<file path="src/rtl/serial_adder_v.sv">
`default_nettype none

// ============================================================================
//  Module   : full_adder_v
//  Purpose  : Single-bit combinational full adder.
//  Ports    : i_a, i_b, i_cin  - addend bits and carry-in
//             o_sum, o_cout    - sum bit and carry-out
//  Revision : 1.0 - initial release
// ============================================================================
module full_adder_v (
    input  logic i_a,
    input  logic i_b,
    input  logic i_cin,
    output logic o_sum,
    output logic o_cout
);

    assign o_sum  = i_a ^ i_b ^ i_cin;
    assign o_cout = (i_a & i_b) | (i_a & i_cin) | (i_b & i_cin);

endmodule

// ============================================================================
//  Module   : serial_adder_v
//  Purpose  : Bit-serial adder. One full adder with a registered carry loop
//             adds two WIDTH-bit operands LSB-first, one bit per clock.
//             {o_carry, o_sum} = i_a + i_b + i_carry.
//  Ports    : i_clk    - clock, rising edge
//             i_rst_n  - asynchronous active-low reset
//             i_start  - begin an addition (only honoured in IDLE)
//             i_a/i_b  - operands, captured on the accepted start edge
//             i_carry  - carry-in, captured on the accepted start edge
//             o_busy   - high while SHIFT or DONE
//             o_done   - one-cycle pulse, result valid
//             o_sum    - registered sum, held until the next result
//             o_carry  - registered carry-out, held until the next result
//  Revision : 1.0 - initial release
// ============================================================================
module serial_adder_v #(
    parameter int WIDTH = 8
) (
    input  logic             i_clk,
    input  logic             i_rst_n,
    input  logic             i_start,
    input  logic [WIDTH-1:0] i_a,
    input  logic [WIDTH-1:0] i_b,
    input  logic             i_carry,
    output logic             o_busy,
    output logic             o_done,
    output logic [WIDTH-1:0] o_sum,
    output logic             o_carry
);

    localparam int                 c_CNT_W    = (WIDTH > 1) ? $clog2(WIDTH) : 1;
    localparam logic [c_CNT_W-1:0] c_CNT_LAST = c_CNT_W'(WIDTH - 1);

    typedef enum logic [1:0] {
        ST_IDLE  = 2'd0,
        ST_SHIFT = 2'd1,
        ST_DONE  = 2'd2
    } state_t;

    state_t             r_state;
    state_t             w_state_next;

    logic [WIDTH-1:0]   r_a_sr;
    logic [WIDTH-1:0]   r_b_sr;
    // Only WIDTH-1 sum bits need storing: the final bit comes straight from
    // the adder on the last shift edge and is merged into w_s_next.
    logic [WIDTH-2:0]   r_s_sr;
    logic               r_c;
    logic [c_CNT_W-1:0] r_cnt;
    logic [WIDTH-1:0]   r_sum;
    logic               r_carry_out;

    logic               w_sum_bit;
    logic               w_cout;
    logic [WIDTH-1:0]   w_s_next;
    logic               w_accept;
    logic               w_last;

    full_adder_v u_fa (
        .i_a    (r_a_sr[0]),
        .i_b    (r_b_sr[0]),
        .i_cin  (r_c),
        .o_sum  (w_sum_bit),
        .o_cout (w_cout)
    );

    // Sum bits enter at the MSB and walk down, so after WIDTH shifts the
    // first (LSB) sum bit has arrived at position 0.
    assign w_s_next = {w_sum_bit, r_s_sr};
    assign w_accept = (r_state == ST_IDLE) && i_start;
    assign w_last   = (r_state == ST_SHIFT) && (r_cnt == c_CNT_LAST);

    // ------------------------------------------------------------------
    // State register
    // ------------------------------------------------------------------
    always_ff @(posedge i_clk or negedge i_rst_n) begin
        if (!i_rst_n) begin
            r_state <= ST_IDLE;
        end else begin
            r_state <= w_state_next;
        end
    end

    // ------------------------------------------------------------------
    // Next-state logic
    // ------------------------------------------------------------------
    always_comb begin
        w_state_next = r_state;
        case (r_state)
            ST_IDLE:  if (i_start) w_state_next = ST_SHIFT;
            ST_SHIFT: if (r_cnt == c_CNT_LAST) w_state_next = ST_DONE;
            ST_DONE:  w_state_next = ST_IDLE;
            default:  w_state_next = ST_IDLE;
        endcase
    end

    // ------------------------------------------------------------------
    // Datapath: operand/sum shift registers, carry loop, bit counter
    // ------------------------------------------------------------------
    always_ff @(posedge i_clk or negedge i_rst_n) begin
        if (!i_rst_n) begin
            r_a_sr      <= '0;
            r_b_sr      <= '0;
            r_s_sr      <= '0;
            r_c         <= 1'b0;
            r_cnt       <= '0;
            r_sum       <= '0;
            r_carry_out <= 1'b0;
        end else begin
            if (w_accept) begin
                r_a_sr <= i_a;
                r_b_sr <= i_b;
                r_c    <= i_carry;
                r_cnt  <= '0;
            end else if (r_state == ST_SHIFT) begin
                r_a_sr <= {1'b0, r_a_sr[WIDTH-1:1]};
                r_b_sr <= {1'b0, r_b_sr[WIDTH-1:1]};
                r_s_sr <= w_s_next[WIDTH-1:1];
                r_c    <= w_cout;
                // Counter parks on the last value so it never wraps.
                if (!w_last) begin
                    r_cnt <= r_cnt + c_CNT_W'(1);
                end
            end

            if (w_last) begin
                r_sum       <= w_s_next;
                r_carry_out <= w_cout;
            end
        end
    end

    // Status outputs decode registered state only.
    assign o_busy  = (r_state != ST_IDLE);
    assign o_done  = (r_state == ST_DONE);
    assign o_sum   = r_sum;
    assign o_carry = r_carry_out;

endmodule

`default_nettype wire

</file>
<file path="config.mk">
export PLATFORM = sky130hd
export DESIGN_NAME = serial_adder_v
export DESIGN_NICKNAME = d
export VERILOG_FILES = /design/src/rtl/serial_adder_v.sv
export SDC_FILE = /design/constraint.sdc
export NUM_CORES = 1
export LEC_CHECK = 0
export CORE_MARGIN = 10
export CORE_UTILIZATION = 46
export CTS_CLUSTER_DIAMETER = 120
export CTS_CLUSTER_SIZE = 25
export DETAILED_ROUTE_END_ITERATION = 8
export HOLD_SLACK_MARGIN = 0.08
export PLACE_DENSITY = 0.83
export SYNTH_ARGS = -nofsm -noshare
export SYNTH_HDL_FRONTEND = slang
export SYNTH_SLANG_ARGS = --single-unit
</file>
<file path="constraint.sdc">
create_clock -name i_clk -period 1.5 [get_ports i_clk]
set_input_delay 0.225 -clock i_clk [delete_from_list [all_inputs] [get_ports i_clk]]
set_output_delay 0.225 -clock i_clk [all_outputs]
set_load 0.03 [all_outputs]
</file>
# Word-level counts from Yosys, hierarchy flattened
# Cells that the tools add are included.
# op_classes
addsub	1
multipliers	0
div	0
magnitude_cmp	0
n_eq_ne	6
shifts	0
muxes	12
n_bitwise	8
n_reduce_logical	8
# op_table
operator	count
$mux 8	4
$mux 3	3
$ne 2x2->1 const B	3
$reduce_and 2->1	3
$mux 2	2
$pmux 2 s2	1
$reduce_bool 2->1	2
$add 3x1->3 const B	1
$and 1x1->1	3
$eq 3x3->1 const B	1
$eq 2x1->1 const B	1
$eq 2x2->1 const B	1
$logic_and 1x1->1	2
$logic_not 2->1	1
$mux 1	2
$or 1x1->1	2
$xor 1x1->1	2
$not 1->1	1
# totals
regBits	38
latch_bits	0
ram_bits	0
rom_bits	0
inputBits	20
out_inout_bits	11
elab_cells	43
n_memories	0

# Logic depth before layout (Yosys ltp)
# depth
depth_word	5
depth_mapped	6
ltp_nobuf	5

# Hierarchy
# From an unflattened synthesis, not the netlist that was laid out.
# hier_totals
cells_unflattened	129
area_unflattened_um2	1672.9
# by_module_without_submodules
mod	n_inst	cells_per_inst	area_per_inst_um2	seq_area_each_um2
serial_adder_v	1	128	1652.8	950.9
full_adder_v	1	1	20.0	0.0

# Worst setup path before layout
# Ideal clock, no wire load.
# synth_path
path_kind	flip-flop to output port
start	register r_state[1]
end	output port o_done
arrival_time_ns	1.278
t_required_ns	1.275
setup_slack_ns	-0.003
stages_incl_launch_ff	5
n_path_buf	2
path_cell_list	dfrtp_1 > buf_2 > clkinv_1 > buf_2 > nor2_1
# synth_between
elab_chain_len	1
# synth_rtl
item	line	rtl
from (decl)	63	state_t r_state;
from (signal assigned)	103	r_state <= w_state_next;
$eq 2x2->1	158	assign o_done = (r_state == ST_DONE);
to (decl)	49	output logic o_done,
# Every way passes these cells.

# Final worst setup path
# Same ends and word-level chain as after synthesis.

==> results.json <==
{
  "status": "completed",
  "synthTopCellsByArea": "dfrtp_1, o22ai_1, mux2_4",
  "antenna_found_initial": 0,
  "ys_seq_area_share_pct": 55.84,
  "ys_types": 26,
  "gr-usage-met3_pct": 4.746,
  "critPathArrivalTime_ns": 1.20,
  "drc": 0,
  "fmax_ghz": 0.7029,
  "p_clk_share_pct": 15.6,
  "hold_violations": 0,
  "cp-start-kind": "flop",
  "synth-edff-count": 0,
  "synth_simple_gate_area_share_pct": 10.29,
  "wirelength_um": 3687,
  "use_met1_pct": 13.00,
  "place_hpwl_um": 2747,
  "grt_max_degree": 39,
  "ctsRootBufferMaster": "clkbuf_8",
  "area_growth_pct": 28.36,
  "routed_via_density": 5.417,
  "num_rows": 22,
  "path_clk_slew_ns": 0.07,
  "dieHeight_um": 80.85,
  "fin_nets": 209,
  "place_worst_setup_slack_ns": 0.03853,
  "fin_skew_ns": 0.007816,
  "grt_pass1_wl_um": 6141,
  "track_usage_pct": 11.81,
  "sequentialPowerShare_pct": 40.3,
  "pin_count": 31,
  "p_leak_nw": 1.029,
  "yosys.area.top_type": "dfrtp_1",
  "setup_ws_ns": 0.07732,
  "io_buffers": 30,
  "gp_congestion": 0.7805,
  "rsz0062_at_grt": "no",
  "synthMuxAreaShare_pct": 7.935,
  "clock-sinks": 38,
  "max_slew_margin_pct": 76.88,
  "final_common_cell": "dfrtp_1",
  "worstPathMaxFanout": 7,
  "ir_drop_uv": 1059,
  "dr.pass1.iters": 4,
  "final_util_pct": 60.16,
  "grt_overflow": 0,
  "period_share_pct": 94.85,
  "setup_viol": 0,
  "h-tree-depth": 2,
  "yosysWarnings": 0,
  "ff2ff_path_depth": 4,
  "crit_type": "flop to primary output",
  "fp.dieArea_sq_mm": 0.006536,
  "clk_latency_ns": 0.29,
  "synthCells": 148,
  "fin_hold_ws_ns": 0.3111,
  "die_x_um": 80.85,
  "comb_power_share_pct": 44.0,
  "p_switching_w": 0.001725,
  "ant_nets": 0,
  "synth_area_per_cell_sq_um": 11.51,
  "start_util_pct": 46.87,
  "cts_buffers": 5,
  "required_ns": 1.27,
  "post-place-cells": 227,
  "grt_pass1_vias": 1364,
  "finalSetupTns_ns": 0,
  "post_cts.repair.setup_buffers": 0,
  "drt_iter0_drc": 64,
  "coreArea_sq_mm": 0.003633,
  "met2_usage_pct": 20.14,
  "fin_cells": 235,
  "period_needed_ns": 1.423,
  "critPathCaptureType": "primary output",
  "grt-busiest-layer": "met2",
  "ys.flop_type": "dfrtp_1",
  "cts_tree": "built",
  "synth-xor-area-share_pct": 0,
  "syn_area_sq_mm": 0.001703,
  "wire_per_inst_um": 15.69,
  "syn-num-nets": 171,
  "max_cap_violations": 0,
  "tightest_slew_ns": 0.3468,
  "antenna_cells": 0,
  "async_flop_share_pct": 100.0,
  "synth-compound-area-share_pct": 18.74,
  "mostFrequentLayoutCells": "dfrtp_1, nand2_1, o22ai_1",
  "hold_buffers": 0,
  "ys_ff_latch": 38,
  "synthAdderAreaFrac_pct": 2.645,
  "synth_top_cell_area_share_pct": 55.84,
  "synth_top_family_by_area": "compound AO/OA/AOI/OAI gates",
  "slew_violations": 0,
  "hold_path_class": "input pin to async pin",
  "swShare_pct": 37.64,
  "layout-drive-gt1-share_pct": 18.72,
  "vias": 1273,
  "p_int_w": 0.002857,
  "powerDensity_mw_per_mm2": 2096,
  "clock_path_buffers": 2
}
-- layout make-up --
cell class              count  area [sq um]
clock buffers               7         86.33
inverters                   3         12.51
flip-flops and latches     38         950.9
multi-input cells          97         679.4
clock inverters             1         5.005
fillers                   323          1448
well taps                  48         60.06
repair buffers             41         391.6
-- power groups by stage --
stage                     logic [W]  clock network, W  registers (W)
after global placement      0.00202                 0        0.00182
after global routing        0.00223          0.000773        0.00190
after floorplan             0.00127                 0        0.00200
final                       0.00202          0.000715        0.00185
after detailed placement    0.00212                 0        0.00187
after CTS                   0.00204          0.000738        0.00184
-- Yosys cell counts, types with 2 or more instances --
cell and number:
nand2b_1 3, nand2_1 24, clkbuf_1 2, buf_2 5, dfrtp_1 38, ha_1 2, o21ai_0 2, o22ai_1 24
o2bb2ai_1 3, a22oi_1 2, mux2_4 9, a2bb2oi_1 6, inv_1 2, nor2_1 4, a21oi_1 11
-- through the flow --
stage               total power [W]  cell area (sq um)
global route               0.004908               2186
global placement           0.003845               2102
detailed placement         0.003983               2102
floorplan                  0.003274               1705
finish                     0.004581               2186
CTS                        0.004621               2183
-- state kept, by name, indices dropped and copies added, names as in the netlist --
signal,count
o_sum,8
r_a_sr,8
r_b_sr,8
r_s_sr,7
r_cnt,3
r_state,2
o_carry,1
r_c,1
-- timing repair --
item                                   4_1_cts  5_1_grt
endpoints found under the hold margin        0        0
resized for setup                           10        1
setup endpoints to repair                   11       10
-- critical path, stage by stage (launching register included) --
cell	delay (ns)
dfrtp_1	0.47
clkinv_2	0.16
nor2_2	0.11
buf_4	0.16
-- per-layer routing --
metal	part of all wire, %	wire length (um)
met3	5.9	219
met5	0	0
met4	1.2	45
met1	44	1606
met2	49	1816
-- path summary, 6_finish.rpt --
path                                 start         end  slack (ns)
worst max-delay path            r_state[1]      o_done        0.08
worst min-delay path               i_rst_n  r_state[0]        0.31
worst max register to register    r_cnt[0]    o_sum[3]        0.11
worst min register to register   r_s_sr[0]   r_s_sr[0]        0.48
max in group asynchronous          i_rst_n    r_cnt[0]        1.00
min in group i_clk               r_s_sr[0]   r_s_sr[0]        0.48
-- cells by family after synthesis --
family	Yosys count
flops	38
mux	9
simple gates	36
compound gates	49
buf+inv	13
fa+ha+maj	3
No activity file was read; power rests on OpenSTA's default activity.
